===== src/rtl/seq_pkg.sv =====
// Shared definitions for the micro_sequencer slice.
//   seq_op_t   : 4-bit next-address instruction encoding (Am2910 set)
//   SEQ_AW     : default address / counter width
//   SEQ_DEPTH  : default subroutine/loop stack depth
//   seq_d_alt  : true for the instructions that take D from map/vector
//                sources instead of the pipeline register
package seq_pkg;

  localparam int unsigned SEQ_AW    = 12;
  localparam int unsigned SEQ_DEPTH = 5;

  typedef enum logic [3:0] {
    JZ   = 4'd0,
    CJS  = 4'd1,
    JMAP = 4'd2,
    CJP  = 4'd3,
    PUSH = 4'd4,
    JSRP = 4'd5,
    CJV  = 4'd6,
    JRP  = 4'd7,
    RFCT = 4'd8,
    RPCT = 4'd9,
    CRTN = 4'd10,
    CJPP = 4'd11,
    LDCT = 4'd12,
    LOOP = 4'd13,
    CONT = 4'd14,
    TWB  = 4'd15
  } seq_op_t;

  function automatic logic seq_d_alt(input seq_op_t op);
    return (op == JMAP) || (op == CJV);
  endfunction

endpackage


===== src/rtl/seq_stack.sv =====
// LIFO for return addresses and loop starts.
//   clk, rst_n : clock, async active-low reset (clears pointer and storage)
//   push, pop  : one operation per cycle; push wins if both are asserted
//   clear      : empties the stack (pointer only)
//   din        : value to push
//   tos        : top of stack, 0 when empty
//   full/empty : occupancy flags
// Pushing into a full stack overwrites the top entry and keeps the pointer;
// popping an empty stack does nothing.
module seq_stack #(
  parameter int unsigned AW    = 12,
  parameter int unsigned DEPTH = 5
) (
  input  logic          clk,
  input  logic          rst_n,
  input  logic          push,
  input  logic          pop,
  input  logic          clear,
  input  logic [AW-1:0] din,
  output logic [AW-1:0] tos,
  output logic          full,
  output logic          empty
);

  localparam int unsigned SPW = $clog2(DEPTH + 1);

  logic [AW-1:0]  mem [DEPTH];
  logic [SPW-1:0] sp;
  logic [SPW-1:0] top;

  assign top   = sp - 1'b1;
  assign full  = (sp == SPW'(DEPTH));
  assign empty = (sp == '0);
  assign tos   = empty ? '0 : mem[top];

  always_ff @(posedge clk or negedge rst_n) begin
    if (!rst_n) begin
      sp <= '0;
      for (int unsigned k = 0; k < DEPTH; k++) begin
        mem[k] <= '0;
      end
    end else if (clear) begin
      sp <= '0;
    end else if (push) begin
      if (full) begin
        mem[top] <= din;
      end else begin
        mem[sp] <= din;
        sp      <= sp + 1'b1;
      end
    end else if (pop && !empty) begin
      sp <= sp - 1'b1;
    end
  end

endmodule


===== src/rtl/micro_sequencer.sv =====
// Am2910-style microprogram sequencer.
//   cp        : rising-edge clock
//   resetBar  : async active-low reset; forces Y=0 while low
//   I         : next-address instruction (seq_op_t)
//   D         : branch address / counter load value
//   ccBar     : condition, active-low; ccenBar=1 forces pass
//   rldBar    : 0 loads R from D regardless of instruction
//   ci        : incrementer carry-in, uPC <= Y + ci
//   Y         : next microaddress (combinational)
//   fullBar   : 0 when the stack is full
//   plBar, mapBar, vectBar : D source enables
module micro_sequencer
  import seq_pkg::*;
#(
  parameter int unsigned AW    = SEQ_AW,
  parameter int unsigned DEPTH = SEQ_DEPTH
) (
  input  logic          cp,
  input  logic          resetBar,
  input  logic [3:0]    I,
  input  logic [AW-1:0] D,
  input  logic          ccBar,
  input  logic          ccenBar,
  input  logic          rldBar,
  input  logic          ci,
  output logic [AW-1:0] Y,
  output logic          fullBar,
  output logic          plBar,
  output logic          mapBar,
  output logic          vectBar
);

  seq_op_t       op;
  logic          pass;
  logic          rz;
  logic [AW-1:0] upc;
  logic [AW-1:0] r;
  logic [AW-1:0] tos;
  logic [AW-1:0] y_nxt;
  logic          stk_push;
  logic          stk_pop;
  logic          stk_clr;
  logic          stk_full;
  logic          stk_empty;
  logic          r_ld_op;
  logic          r_dec;

  assign op   = seq_op_t'(I);
  assign pass = ccenBar | ~ccBar;
  assign rz   = (r == '0);

  always_comb begin
    y_nxt    = upc;
    stk_push = 1'b0;
    stk_pop  = 1'b0;
    stk_clr  = 1'b0;
    r_ld_op  = 1'b0;
    r_dec    = 1'b0;
    unique case (op)
      JZ: begin
        y_nxt   = '0;
        stk_clr = 1'b1;
      end
      CJS: begin
        if (pass) begin
          y_nxt    = D;
          stk_push = 1'b1;
        end
      end
      JMAP: y_nxt = D;
      CJP, CJV: begin
        if (pass) y_nxt = D;
      end
      PUSH: begin
        stk_push = 1'b1;
        r_ld_op  = pass;
      end
      JSRP: begin
        y_nxt    = pass ? D : r;
        stk_push = 1'b1;
      end
      JRP: y_nxt = pass ? D : r;
      RFCT: begin
        if (!rz) begin
          y_nxt = tos;
          r_dec = 1'b1;
        end else begin
          stk_pop = 1'b1;
        end
      end
      RPCT: begin
        if (!rz) begin
          y_nxt = D;
          r_dec = 1'b1;
        end
      end
      CRTN: begin
        if (pass) begin
          y_nxt   = tos;
          stk_pop = 1'b1;
        end
      end
      CJPP: begin
        if (pass) begin
          y_nxt   = D;
          stk_pop = 1'b1;
        end
      end
      LDCT: r_ld_op = 1'b1;
      LOOP: begin
        if (pass) stk_pop = 1'b1;
        else      y_nxt   = tos;
      end
      CONT: y_nxt = upc;
      TWB: begin
        // Counter decrements whenever nonzero; a zero counter falls through
        // to D on failure, and every exit path except "counting, failed" pops.
        r_dec = ~rz;
        if (pass) begin
          stk_pop = 1'b1;
        end else if (!rz) begin
          y_nxt = tos;
        end else begin
          y_nxt   = D;
          stk_pop = 1'b1;
        end
      end
      default: y_nxt = upc;
    endcase
  end

  assign Y       = resetBar ? y_nxt : '0;
  assign fullBar = ~stk_full;
  assign plBar   = resetBar & seq_d_alt(op);
  assign mapBar  = ~(resetBar & (op == JMAP));
  assign vectBar = ~(resetBar & (op == CJV));

  always_ff @(posedge cp or negedge resetBar) begin
    if (!resetBar) begin
      upc <= '0;
      r   <= '0;
    end else begin
      upc <= Y + {{(AW-1){1'b0}}, ci};
      if (!rldBar || r_ld_op) begin
        r <= D;
      end else if (r_dec) begin
        r <= r - 1'b1;
      end
    end
  end

  seq_stack #(
    .AW    (AW),
    .DEPTH (DEPTH)
  ) u_stack (
    .clk   (cp),
    .rst_n (resetBar),
    .push  (stk_push),
    .pop   (stk_pop & ~stk_empty),
    .clear (stk_clr),
    .din   (upc),
    .tos   (tos),
    .full  (stk_full),
    .empty (stk_empty)
  );

endmodule


===== config.mk =====
export PLATFORM = sky130hd
export DESIGN_NAME = micro_sequencer
export DESIGN_NICKNAME = d
export VERILOG_FILES = /design/src/rtl/seq_pkg.sv /design/src/rtl/seq_stack.sv /design/src/rtl/micro_sequencer.sv
export SDC_FILE = /design/constraint.sdc
export NUM_CORES = 1
export LEC_CHECK = 0
export BUFFER_PORTS_ARGS = -buffer_cell sky130_fd_sc_hd__buf_2
export CAP_MARGIN = 30
export CORE_MARGIN = 2
export CORE_UTILIZATION = 55
export DETAILED_ROUTE_END_ITERATION = 10
export PLACE_DENSITY = 0.83
export SLEW_MARGIN = 20
export SYNTH_ARGS = -nofsm -noshare
export SYNTH_HDL_FRONTEND = slang
export SYNTH_HIERARCHICAL = 1
export SYNTH_SLANG_ARGS = --single-unit
export TNS_END_PERCENT = 5

===== constraint.sdc =====
create_clock -name cp -period 10.8 [get_ports cp]
set_input_delay 0.54 -clock cp [delete_from_list [all_inputs] [get_ports cp]]
set_output_delay 0.54 -clock cp [all_outputs]
set_load 0.01 [all_outputs]

== Word-level counts from Yosys, hierarchy flattened ==
Cells that the tools add are included.

* Bitwise logic cells: 14
* Mux-type cells: 36
* Add/subtract/negate cells: 4
* Reductions and logical operators: 19
* $lt $le $gt $ge: 4
* Eq/ne operators: 16

{| class="wikitable"
|+ Operators by type and width
! kind !! number
|-
| 2-to-1 mux 12 bit || 16
|-
| bitwise mux 60 bit || 2
|-
| one-hot mux 12 bit (9 select lines) || 1
|-
| demux 12 bit (select 3 bit) || 2
|-
| 2-to-1 mux 60 bit || 1
|-
| binary-select mux 12 bit (select 3 bit) || 1
|-
| == test 4 bit (second input constant) || 7
|-
| == test 4 x 3 -> 1 bit (second input constant) || 4
|-
| adder 12 x 1 -> 12 bit || 1
|-
| logical NOT 12 bit || 1
|-
| 2-to-1 mux 3 bit || 4
|-
| subtractor 12 x 1 -> 12 bit (second input constant) || 1
|-
| == test 4 x 2 -> 1 bit (second input constant) || 2
|-
| greater-or-equal comparator 4 bit (second input constant) || 2
|-
| < comparator 4 x 1 -> 1 bit (second input constant) || 2
|-
| inverter 3 -> 4 bit || 2
|-
| inverter 1 bit || 7
|-
| one-hot mux 1 bit (2 select lines) || 3
|-
| OR reduction 2 bit || 3
|-
| 2-to-1 mux 1 bit || 5
|-
| bitwise AND 1 bit || 4
|-
| == test 4 x 1 -> 1 bit (second input constant) || 1
|-
| logical NOT 4 bit || 1
|-
| AND reduction 2 bit || 2
|-
| 14 further kinds || 18
|}

* Flip-flop bits (word level): 87
* Word-level logic and storage cells: 101
* Input port bits: 22
* Output and inout bits: 16

== Depth between registers and ports, before layout ==
Gate-level depths: netlist of run 1.

* Depth after elaboration: 11
* Depth in mapped cells: 18
* Depth with buffers taken out: 17

== Cells and area by module ==
The synthesis of run 1 kept the hierarchy.

{| class="wikitable"
|+ Modules (own cells, without submodules)
! module !! cells an instance !! seq. area each (µm²) !! area each (µm²) !! times used
|-
| seq_stack || 221 || 1576.5 || 3124.2 || 1
|-
| micro_sequencer || 352 || 600.6 || 2730.1 || 1
|}

== Worst setup path before layout of run 1 ==
OpenSTA, ideal clock, no wires.

* Path type: register to register
* From: register u_stack.sp[0]
* To: register upc[10]
* Stages on the path, launching flop included: 17
* Buffers on the path: 3
* Required time: 10664 ps
* Slack: 7258 ps
* Setup time: 136 ps
* Arrival: 3406 ps
* Cell sequence: dfrtp_1 > buf_4 > inv_1 > ha_1 > buf_2 > clkbuf_1 > mux4_2 > inv_1 > o2bb2ai_1 > mux2_2 > nand2_1 > mux2i_1 > nor4_1 > a31oi_2 > and4_4 > nor3b_2 > xnor2_1

* Cells in the longest elaborated chain, start to end: 11
* Elaborated cells on any way between the ends: 15
* Classes of those cells: 2 x add/sub; 11 x mux; 1 x bitwise; 1 x reduce/logical

{| class="wikitable"
|+ Ends and longest elaborated chain
! item !! line !! text
|-
| start: declaration || seq_stack.sv:28 || <nowiki>logic [SPW-1:0] sp;</nowiki>
|-
| start signal: assignment || seq_stack.sv:49 || <nowiki>sp <= sp + 1'b1;</nowiki>
|-
| start signal: assignment || seq_stack.sv:52 || <nowiki>sp <= sp - 1'b1;</nowiki>
|-
| subtractor 3 x 1 -> 3 bit || seq_stack.sv:31 || <nowiki>assign top = sp - 1'b1;</nowiki>
|-
| inverter 3 -> 4 bit (implied by the code) || seq_stack.sv:34 || <nowiki>assign tos = empty ? '0 : mem[top];</nowiki>
|-
| binary-select mux 12 bit (select 3 bit) || seq_stack.sv:34 ||
|-
| 2-to-1 mux 12 bit (implied by the code) (2 in a row) || seq_stack.sv:34 ||
|-
| 2-to-1 mux 12 bit * || seq_stack.sv:34 ||
|-
| net tos[2] || micro_sequencer.sv:38 || <nowiki>logic [AW-1:0] tos;</nowiki>
|-
| 2-to-1 mux 12 bit || micro_sequencer.sv:121 || <nowiki>end else if (!rz) begin</nowiki>
|-
| 2-to-1 mux 12 bit || micro_sequencer.sv:119 || <nowiki>if (pass) begin</nowiki>
|-
| one-hot mux 12 bit (9 select lines) * || micro_sequencer.sv:59 || <nowiki>unique case (op)</nowiki>
|-
| 2-to-1 mux 12 bit * || micro_sequencer.sv:132 || <nowiki>assign Y = resetBar ? y_nxt : '0;</nowiki>
|-
| net Y[2] || micro_sequencer.sv:26 || <nowiki>output logic [AW-1:0] Y,</nowiki>
|-
| adder 12 x 1 -> 12 bit * || micro_sequencer.sv:143 || <nowiki>upc <= Y + {{(AW-1){1'b0}}, ci};</nowiki>
|-
| end signal: assignment || micro_sequencer.sv:143 ||
|-
| end: declaration || micro_sequencer.sv:36 || <nowiki>logic [AW-1:0] upc;</nowiki>
|}

The timed path passes the listed nets; every way through them passes the cells marked *. The select of a mux whose other input is x is not followed.
A chain may end at the register's enable or synchronous reset.

== Worst setup path after layout of run 1 ==
* From: register u_stack.sp[0]
* To: output port Y[5]

* Cells in the longest elaborated chain, start to end: 10
* Elaborated cells on any way between the ends: 14
* Classes of those cells: 1 x add/sub; 11 x mux; 1 x bitwise; 1 x reduce/logical

{| class="wikitable"
|+ Ends and longest elaborated chain
! item !! line
|-
| subtractor 3 x 1 -> 3 bit || seq_stack.sv:31
|-
| inverter 3 -> 4 bit (implied by the code) || seq_stack.sv:34
|-
| binary-select mux 12 bit (select 3 bit) || seq_stack.sv:34
|-
| 2-to-1 mux 12 bit (implied by the code) (2 in a row) || seq_stack.sv:34
|-
| 2-to-1 mux 12 bit * || seq_stack.sv:34
|-
| net tos[5] || micro_sequencer.sv:38
|-
| 2-to-1 mux 12 bit || micro_sequencer.sv:121
|-
| 2-to-1 mux 12 bit || micro_sequencer.sv:119
|-
| one-hot mux 12 bit (9 select lines) * || micro_sequencer.sv:59
|-
| 2-to-1 mux 12 bit * || micro_sequencer.sv:132
|-
| end: declaration || micro_sequencer.sv:26
|}

Marked as above.

==> flow_metrics.py, run 1 <==
metrics = {
    "clocking": {
        "postCtsSetupBuffers": 0,
        "cts_max_path_buffers": 2,
        "h-tree-depth": 3,
        "cts_tree": "built",
        "hold_buffers": 0,
        "cts_made_buffers": 9,
        "clk_pin_slew_worst_paths_ps": 100,
        "post_cts_resized": 0,
        "cts.sinks": 87,
        "root_buffer": "clkbuf_8",
        "worstSkewPairLatency_ps": 370,
    },
    "routing": {
        "drt_pre_antenna_iters": 6,
        "avgRoutedWirePerCell_um": 21.5,
        "drc": 0,
        "viasPerCell": 6.69,
        "first_iter_violations": 579,
        "ant_nets": 0,
        "routed_wl_um": 15900,
        "vias": 4932,
    },
    "synth": {
        "synth-seq-cells": 87,
        "synth_ff_type": "dfrtp_1",
        "synth_edf_count": 0,
        "synth-seq-area-share_pct": 37.2,
        "synth_cell_types": 83,
        "yosysWarningCount": 6,
        "async_flop_share_pct": 100,
        "synth_cells": 573,
        "synth_fp_nets": 602,
        "syn_area_um2": 5850,
        "syn_area_per_cell_um2": 10.2,
    },
    "power_and_ir_drop": {
        "power_density_nw_per_um2": 198,
        "comb_power_share_pct": 39.8,
        "power.total_mw": 1.25,
        "p_leak_nw": 2.79,
        "power.switching_uw": 477,
        "power.clock.fraction_pct": 18.9,
        "ir_worst_vdd_v": 0.000112,
        "p_seq_share_pct": 41.3,
        "swShare_pct": 38.1,
        "p_int_uw": 775,
    },
    "grt": {
        "grt_max_degree": 81,
        "track_usage_pct": 29.2,
        "grt_pass1_vias": 4863,
        "antenna_found_initial": 0,
        "overflow": 0,
        "grt_pass1_wl_um": 26000,
    },
    "worst_setup_path": {
        "critPathKind": "flip-flop to output port",
        "reg2reg_to": "upc[10]",
        "startpoint_type": "flip-flop",
        "reg2reg_depth": 15,
        "crit_slowest_cell": "ha_1",
        "max_stage_delay_ps": 830,
        "setup.worst_path.end_class": "output port",
        "arrival_ps": 4390,
        "rr_startpoint": "u_stack/sp[0]",
        "path_max_fanout": 17,
        "path_cells": "inv_1, ha_1, nand2_1, a21oi_1, clkbuf_4, o2bb2ai_1, mux2i_1, nor2_2, a21oi_1, o221ai_1, nand2_1, inv_1, buf_2",
        "cp.required_ps": 10260,
        "r2r_slack_ps": 6090,
    },
    "placement": {
        "placedCellCount": 715,
        "dp_hpwl_um": 11300,
        "place.gp.congestion": 1.01,
        "place.port_buffers": 37,
    },
    "finish": {
        "fin_nets": 625,
        "drive_above_1_share_pct": 26.1,
        "diodes": 0,
        "fillers": 827,
        "mostFrequentLayoutCells": "87 x dfrtp_1, 56 x nand2_1, 37 x o21ai_0, 36 x buf_2, 34 x mux2_2",
        "area_growth_syn_to_layout_pct": 8.16,
        "layout_commonest_cell": "dfrtp_1",
        "layoutNonFillerInstCount": 737,
    },
    "sta": {
        "slew_violations": 0,
        "finalHoldViolations": 0,
        "min_period_ps": 4930,
        "period_share_pct": 45.7,
        "rsz0062_at_grt": "no",
        "tightestPinTransition_ps": 821,
        "fin_skew_ps": 13.9,
        "fin_tns_setup_ps": 0,
        "max_freq_mhz": 203,
        "finalSetupViolCount": 0,
        "max_slew_margin_pct": 45.0,
    },
    "die": {
        "die_h_um": 107,
        "dieArea_um2": 11500,
        "die_w_um": 107,
        "coreArea_um2": 10300,
        "ios": 38,
        "initial_core_util_pct": 56.7,
        "num_rows": 37,
    },
    "min_path": {
        "min_path_type": "input pin to async pin",
    },
    "outcome": {
        "status": "finished, final reports clean",
    },
    "flow_run": {
        "maxCapViolCount": 0,
    },
}
-- worst max-delay path: cells and delay by family (launching register included) --
kind	cells	cell delay, ps
adders and majority gates	1	830
and+or+nand+nor	3	550
DFF	1	650
AOI/OAI and AO/OA	4	1070
buffers and inverters	4	770
muxes	1	130
-- metrics by stage --
stage / util [%] / cell area (um^2) / hold WS [ps] / setup slack [ps]
2_1_floorplan: - / 5850 / 244 / 7260
3_3_place_gp: 58.7 / 6060 / 422 / 5590
3_5_place_dp: 58.9 / 6080 / 427 / 5280
4_1_cts: 60.8 / 6270 / 24.9 / 5150
5_1_grt: 61.3 / 6330 / 26.0 / 5620
6_report: 61.3 / 6330 / 18.0 / 5870
-- power by group through the flow --
stage               registers, mW  logic [mW]  clock network (mW)
finish                      0.517       0.498               0.236
global route                0.529       0.539               0.253
CTS                         0.523       0.468               0.239
detailed placement          0.529       0.465                   0
global placement            0.520       0.445                   0
floorplan                   0.481       0.387                   0
-- cell usage after synthesis, types with 11 or more instances --
| master | instances | area share [%] |
|---|---|---|
| buf_2 | 16 | 1.4 |
| nand3_1 | 14 | 1.2 |
| o2bb2ai_1 | 13 | 1.9 |
| xnor2_1 | 11 | 1.6 |
| nor2_1 | 28 | 1.8 |
| nor3_1 | 13 | 1.1 |
| mux2i_1 | 15 | 2.6 |
| a22o_1 | 14 | 2.1 |
| nand2_1 | 56 | 3.6 |
| a21oi_1 | 16 | 1.4 |
| clkbuf_1 | 12 | 0.77 |
| dfrtp_1 | 87 | 37 |
| mux2_2 | 34 | 6.5 |
| mux4_2 | 12 | 4.6 |
| o21ai_0 | 38 | 3.2 |
| inv_1 | 29 | 1.9 |
-- area by class of cell --
| class | instances | area (um^2) | area share [%] |
|---|---|---|---|
| multi-input cells | 418 | 3380 | 53.3 |
| inverters | 31 | 116 | 1.84 |
| flip-flops and latches | 87 | 2180 | 34.4 |
| clock buffers | 10 | 128 | 2.02 |
| clock inverters | 6 | 67.6 | 1.07 |
| well taps | 136 | 170 | 2.69 |
| repair buffers | 49 | 297 | 4.68 |
-- registers in the layout, summed over array words and instances, names as in the netlist --
register	flops
r	12
u_stack/mem	60
upc	12
u_stack/sp	3
-- layer usage --
metal / global-route usage, % / up-vias / routed length (um)
met2: 46.1 / 297 / 7430
met3: 6.26 / 56 / 1400
met1: 39.7 / 2406 / 6550
li1: - / 2173 / -
met5: 0 / - / 0
met4: 10.3 / 0 / 469
-- how the worst max path moves through the flow --
stage	start	slack (ps)	endpoint	cells after the start
after floorplan	u_stack/sp[0]	7260	upc[10]	16
after detailed placement	u_stack/sp[0]	5280	upc[10]	16
after global placement	u_stack/sp[0]	5590	upc[10]	16
final	u_stack/sp[0]	5870	Y[5]	13
after CTS	u_stack/sp[0]	5150	Y[5]	12
after global routing	u_stack/sp[0]	5620	Y[5]	13
-- cells by family after synthesis --
family / after synthesis / share of synthesized area (%)
adder cells (fa/ha/maj): 7 / 1.50
XOR/XNOR: 21 / 3.14
AND/OR/NAND/NOR: 171 / 16.8
multiplexers: 81 / 18.2
flip-flops: 87 / 37.2
AO/OA/AOI/OAI: 138 / 17.6
buffers and inverters: 68 / 5.56
Note: power is estimated with default switching activity, not from simulation.
==> run 2: changes to the inputs <==
- ABC_AREA: default -> 1
- PLACE_DENSITY: 0.83 -> 0.86
- clock period: 10.8 -> 4.23 ns (I/O delays scaled with it)
==> run 2 against run 1 <==
Compared with the run above: critical path type is now flip-flop to flip-flop; synthesized area grew 14%; clock-buffer cell count is the same; final area grew 13%; largest power group is now combinational logic; flip-flop and latch count is the same; sequential share of layout area shrank 4.0 points; highest routed layer unchanged; die area grew 13%; global-route usage grew 1.0 points; sequential power grew 140%; synthesized cell count grew 81%; non-clock buffer count grew 2; via count grew 39%; worst hold slack gained 76 ps.
==> flow_metrics.py, run 2 <==
metrics = {
    "finish": {
        "fillers": 1128,
        "largest_reg_flops": 60,
        "layout_commonest_cell": "nand2_1",
        "mostFrequentLayoutCells": "394 x nand2_1, 134 x nand3_1, 110 x inv_1, 87 x dfrtp_1, 57 x nor2_1",
        "area_growth_syn_to_layout_pct": 7.75,
        "reg_top3": "u_stack/mem (60), r (12), upc (12)",
        "drive_above_1_share_pct": 12.4,
        "fin_nets": 1083,
        "largest-register": "u_stack/mem",
        "diodes": 0,
    },
    "worst_setup_path": {
        "cp_top_family": "compound AO/OA/AOI/OAI gates",
        "setup.worst_path.end_class": "flip-flop",
        "reg2reg_depth": 20,
        "path_max_fanout": 13,
        "cp_common_cell": "nand2_1",
        "r2r_slack_ps": 500,
        "max_stage_delay_ps": 430,
        "critPathBufInv": 4,
        "startpoint_type": "flip-flop",
        "rr_startpoint": "u_stack/sp[1]",
        "reg2reg_to": "upc[8]",
        "path_cells": "inv_1, ha_1, buf_4, nand2_1, inv_1, nand3_1, a21oi_1, inv_1, o22ai_1, a21oi_1, o21ai_0, nand2_1, a31oi_1, ha_1, ha_1, nand3_2, nor2_2, nand2_1, nand2_1, nand2_1",
        "crit_slowest_cell": "dfrtp_1",
        "arrival_ps": 3980,
        "cp.required_ps": 4480,
        "critPathKind": "flip-flop to flip-flop",
    },
    "synth": {
        "synth_common_cells": "394 x nand2_1, 134 x nand3_1, 110 x inv_1, 87 x dfrtp_1, 57 x nor2_1",
        "async_flop_share_pct": 100,
        "yosysWarningCount": 6,
        "syn_area_per_cell_um2": 6.43,
        "synth_top_area_share_pct": 32.7,
        "yosys.area_share.simple_pct": 43.5,
        "synth-seq-cells": 87,
        "synthAdderAreaFrac_pct": 1.32,
        "synth_cells": 1035,
        "synth_fp_nets": 1064,
        "synth_top_family_by_area": "simple AND/OR/NAND/NOR gates",
        "synth_xor_area_share_pct": 1.45,
        "synth_ff_type": "dfrtp_1",
        "synth_compound_area_share_pct": 9.89,
        "syn_area_um2": 6660,
        "synth_area_leaders": "dfrtp_1 33%, nand2_1 22%, nand3_1 10%, inv_1 6.2%, nor2_1 3.2%",
        "synth_edf_count": 0,
        "synth_most_common_cell": "nand2_1",
        "synth-seq-area-share_pct": 32.7,
        "muxShareOfSynthArea_pct": 0,
        "yosysTopAreaCell": "dfrtp_1",
        "synth_cell_types": 41,
    },
    "clocking": {
        "cts_tree": "built",
        "cts_max_path_buffers": 2,
        "cts.sinks": 87,
        "root_buffer": "clkbuf_16",
        "h-tree-depth": 3,
        "clk_pin_slew_worst_paths_ps": 70,
        "postCtsSetupBuffers": 0,
        "worstSkewPairLatency_ps": 350,
        "cts_made_buffers": 9,
        "post_cts_resized": 0,
    },
    "routing": {
        "drt_pre_antenna_iters": 6,
        "routed_wl_um": 19300,
        "avgRoutedWirePerCell_um": 16.0,
        "vias": 6857,
        "first_iter_violations": 789,
        "viasPerCell": 5.69,
        "drc": 0,
        "ant_nets": 0,
    },
    "sta": {
        "finalSetupViolCount": 0,
        "rsz0062_at_grt": "no",
        "min_period_ps": 3730,
        "max_slew_margin_pct": 39.7,
        "slew_violations": 0,
        "tightestPinTransition_ps": 898,
        "hold_slack_ps": 93.9,
        "max_freq_mhz": 268,
        "fin_skew_ps": 6.15,
        "finalHoldViolations": 0,
        "fin_tns_setup_ps": 0,
        "period_share_pct": 88.2,
    },
    "power_and_ir_drop": {
        "power_density_nw_per_um2": 515,
        "p_leak_nw": 3.92,
        "ir_worst_vdd_v": 0.000245,
    },
    "placement": {
        "place.port_buffers": 37,
        "dp_hpwl_um": 13700,
        "place.gp.congestion": 0.990,
    },
    "min_path": {
        "min_path_type": "input pin to flip-flop",
        "hold_depth": 2,
        "min_to": "upc[0]",
        "hold_path.startpoint": "ci",
    },
    "outcome": {
        "status": "finished, final reports clean",
    },
    "grt": {
        "grt_max_degree": 55,
        "track_usage_pct": 30.2,
        "grt_pass1_wl_um": 30500,
        "overflow": 0,
        "antenna_found_initial": 0,
        "grt_pass1_vias": 5968,
    },
    "die": {
        "dieArea_um2": 13000,
        "initial_core_util_pct": 55.9,
        "die_w_um": 114,
        "die_h_um": 114,
        "ios": 38,
        "coreArea_um2": 11900,
        "num_rows": 40,
    },
    "flow_run": {
        "maxCapViolCount": 0,
    },
}
## run 2: layout make-up
| type | instances | area [um^2] | area share [%] |
|---|---|---|---|
| clock buffers | 10 | 229 | 3.19 |
| clock inverters | 6 | 75.1 | 1.05 |
| inverters | 124 | 470 | 6.56 |
| multi-input cells | 781 | 3740 | 52.1 |
| flip-flops and latches | 87 | 2180 | 30.4 |
| well taps | 147 | 184 | 2.56 |
| repair buffers | 51 | 299 | 4.17 |
## run 2: logic make-up after synthesis
family,count (synthesis)
AOI/OAI and AO/OA,112
xor gates and xnor gates,11
adders and majority gates,7
buffers and inverters,167
DFF,87
and+or+nand+nor,651
## run 2: power by group
part	internal (mW)	switching [mW]	leakage, nW
logic	0.502	1.10	2.63
registers	1.07	0.190	1.14
clock network	0.468	0.361	0.146
total	2.04	1.65	3.92
## run 2: worst max-delay path by stage
stage                       start     end  slack [ps]  depth (start not counted)
floorplan           u_stack/sp[0]  upc[8]         740                         23
global placement    u_stack/sp[1]  upc[8]         730                         20
detailed placement  u_stack/sp[1]  upc[8]         590                         20
CTS                 u_stack/sp[1]  upc[8]         560                         20
global route        u_stack/sp[1]  upc[8]         130                         20
finish              u_stack/sp[1]  upc[8]         500                         20
## run 2: what timing repair did
action	in CTS	in global routing
hold buffers	1	0
setup endpoints to repair	0	0
hold endpoints to repair	33	0
## run 2: metal layers
metal  track usage (%)  up-vias  wire [um]
li1                  -     3334          -
met1              42.4     3142       8350
met2              45.1      309       8450
met3              4.30       72       1610
met4              16.0        0        888
met5                 0        -          0
## run 2: metrics by stage
step           instance area (um^2)  power (mW)  setup slack [ps]  std cells  utilization (%)
3_3_place_gp                   6850        2.80               731       1188             57.5
4_1_cts                        7160        3.67               558       1205             60.1
3_5_place_dp                   6850        2.83               587       1188             57.5
2_1_floorplan                  6660        2.44               741       1035                -
5_1_grt                        7170        3.93               133       1206             60.2
6_report                       7170        3.69               498       1206             60.2
==> run 3: changes to the inputs <==
- CORE_UTILIZATION: 55 -> 30
- PLACE_DENSITY: 0.86 -> 0.57
==> run 3 against run 2 <==
Compared with the run above: clock skew barely moved; power fell by 0.40%; critical path depth fell by 1; global-route usage fell by 12 points; critical path type unchanged.
==> flow_metrics.py, run 3 (synthesis results as in run 2) <==
metrics = {
    "sta": {
        "fin_tns_setup_ps": 0,
        "tightestPinTransition_ps": 788,
        "period_share_pct": 88.8,
        "max_slew_margin_pct": 47.4,
        "finalSetupViolCount": 0,
        "fin_ws_ps": 474,
        "min_period_ps": 3760,
        "slew_violations": 0,
        "rsz0062_at_grt": "no",
        "max_freq_mhz": 266,
        "finalHoldViolations": 0,
        "fin_skew_ps": 6.50,
    },
    "routing": {
        "avgRoutedWirePerCell_um": 15.9,
        "first_iter_violations": 641,
        "viasPerCell": 5.03,
        "ant_nets": 0,
        "routed_wl_um": 21300,
        "drt_pre_antenna_iters": 5,
        "vias": 6734,
        "drc": 0,
    },
    "placement": {
        "pre_cts_slack_ps": 577,
        "dp_hpwl_um": 15200,
        "placedCellCount": 1321,
        "place.gp.congestion": 0.948,
        "place.port_buffers": 37,
    },
    "clocking": {
        "post_cts_resized": 0,
        "postCtsSetupBuffers": 0,
        "worstSkewPairLatency_ps": 350,
        "cts_max_path_buffers": 2,
        "hold_buffers": 1,
        "cts_tree": "built",
        "root_buffer": "clkbuf_16",
        "cts.sinks": 87,
        "h-tree-depth": 3,
        "cts_made_buffers": 9,
        "clk_pin_slew_worst_paths_ps": 70,
    },
    "finish": {
        "mostFrequentLayoutCells": "394 x nand2_1, 134 x nand3_1, 110 x inv_1, 87 x dfrtp_1, 57 x nor2_1",
        "diodes": 0,
        "fillers": 2449,
        "fin_nets": 1084,
        "reg_top3": "u_stack/mem (60), r (12), upc (12)",
        "layout_commonest_cell": "nand2_1",
        "layoutNonFillerInstCount": 1340,
        "area_growth_syn_to_layout_pct": 10.2,
        "largest_reg_flops": 60,
        "drive_above_1_share_pct": 12.5,
        "largest-register": "u_stack/mem",
    },
    "grt": {
        "grt_pass1_vias": 6401,
        "grt_max_degree": 67,
        "antenna_found_initial": 0,
        "track_usage_pct": 18.5,
        "grt_pass1_wl_um": 34600,
        "overflow": 0,
    },
    "worst_setup_path": {
        "path_max_fanout": 13,
        "crit_slowest_cell": "ha_1",
        "reg2reg_depth": 19,
        "setup.worst_path.end_class": "flip-flop",
        "path_cells": "inv_1, ha_1, nand2_1, inv_1, nand3_1, a21oi_1, inv_1, o22ai_1, a21oi_1, o21ai_0, nand2_1, a31oi_1, ha_1, ha_1, nand3_2, nor2_2, nand2_1, nand2_1, nand2_1",
        "cp.required_ps": 4470,
        "max_stage_delay_ps": 550,
        "cp_common_cell": "nand2_1",
        "cp_top_family": "adder cells",
        "startpoint_type": "flip-flop",
        "cp.depth": 19,
        "critPathBufInv": 3,
        "critPathKind": "flip-flop to flip-flop",
        "arrival_ps": 4000,
    },
    "die": {
        "die_w_um": 153,
        "die_h_um": 153,
        "dieArea_um2": 23400,
        "num_rows": 54,
        "initial_core_util_pct": 30.5,
        "ios": 38,
        "coreArea_um2": 21800,
    },
    "power_and_ir_drop": {
        "power_density_nw_per_um2": 501,
        "ir_worst_vdd_v": 0.000245,
        "p_leak_nw": 3.91,
    },
    "outcome": {
        "status": "finished, final reports clean",
    },
    "min_path": {
        "min_path_type": "input pin to flip-flop",
        "hold_depth": 2,
    },
    "flow_run": {
        "maxCapViolCount": 0,
    },
}
-- run 3: changes by cell type in the layout (fill, tap and decap cells not counted) --
cell	before	now
clkinvlp_4	1	2
clkinv_4	1	2
clkinv_8	0	1
clkbuf_1	1	0
bufinv_16	1	0
inv_8	1	0
buf_4	13	14
-- run 3: worst paths after layout --
path / startpoint / endpoint / slack [ps]
setup / recovery: u_stack/sp[1] / upc[8] / 470
hold / removal: ci / upc[0] / 120
setup reg to reg: u_stack/sp[1] / upc[8] / 470
hold reg to reg: u_stack/mem[19] / u_stack/mem[19] / 470
max in group asynchronous: resetBar / u_stack/mem[0] / 2620
min in group asynchronous: resetBar / r[0] / 420
-- run 3: final cells by class --
cell class / count / area, um^2 / share of cell area, %
multi-input combinational: 781 / 3740 / 51.0
sequential: 87 / 2180 / 29.7
inverter: 124 / 470 / 6.42
tap: 280 / 350 / 4.78
timing repair buffer: 52 / 307 / 4.18
clock buffer: 9 / 225 / 3.07
clock inverter: 7 / 66.3 / 0.904
-- run 3: where the power goes --
part	switching, mW	leakage, nW	internal (mW)	total (mW)
combinational	1.12	2.63	0.496	1.61
sequential	0.200	1.14	1.07	1.27
clock	0.379	0.135	0.410	0.789
-- run 3: worst reg2reg max path: cells and delay by family, from the launching register on --
| family | cells | cell delay (ps) |
|---|---|---|
| flops | 1 | 440 |
| buf+inv | 3 | 550 |
| fa+ha+maj | 3 | 1040 |
| simple gates | 8 | 770 |
| compound gates | 5 | 860 |
-- run 3: metrics by stage --
step	utilization, %	hold WS [ps]	cell area, um^2	total power [mW]
after floorplan	-	-84.1	6660	2.44
after global placement	32.1	250	7010	2.85
after detailed placement	32.1	254	7010	2.87
after CTS	33.5	121	7310	3.67
after global routing	33.6	126	7330	3.96
final	33.6	119	7330	3.68
-- run 3: layer usage --
metal / wire length (um) / global-route usage [%] / vias up
li1: - / - / 3332
met1: 9870 / 26.3 / 3129
met2: 9410 / 28.3 / 234
met3: 1410 / 3.09 / 39
met4: 579 / 6.75 / 0
met5: 0 / 0 / -
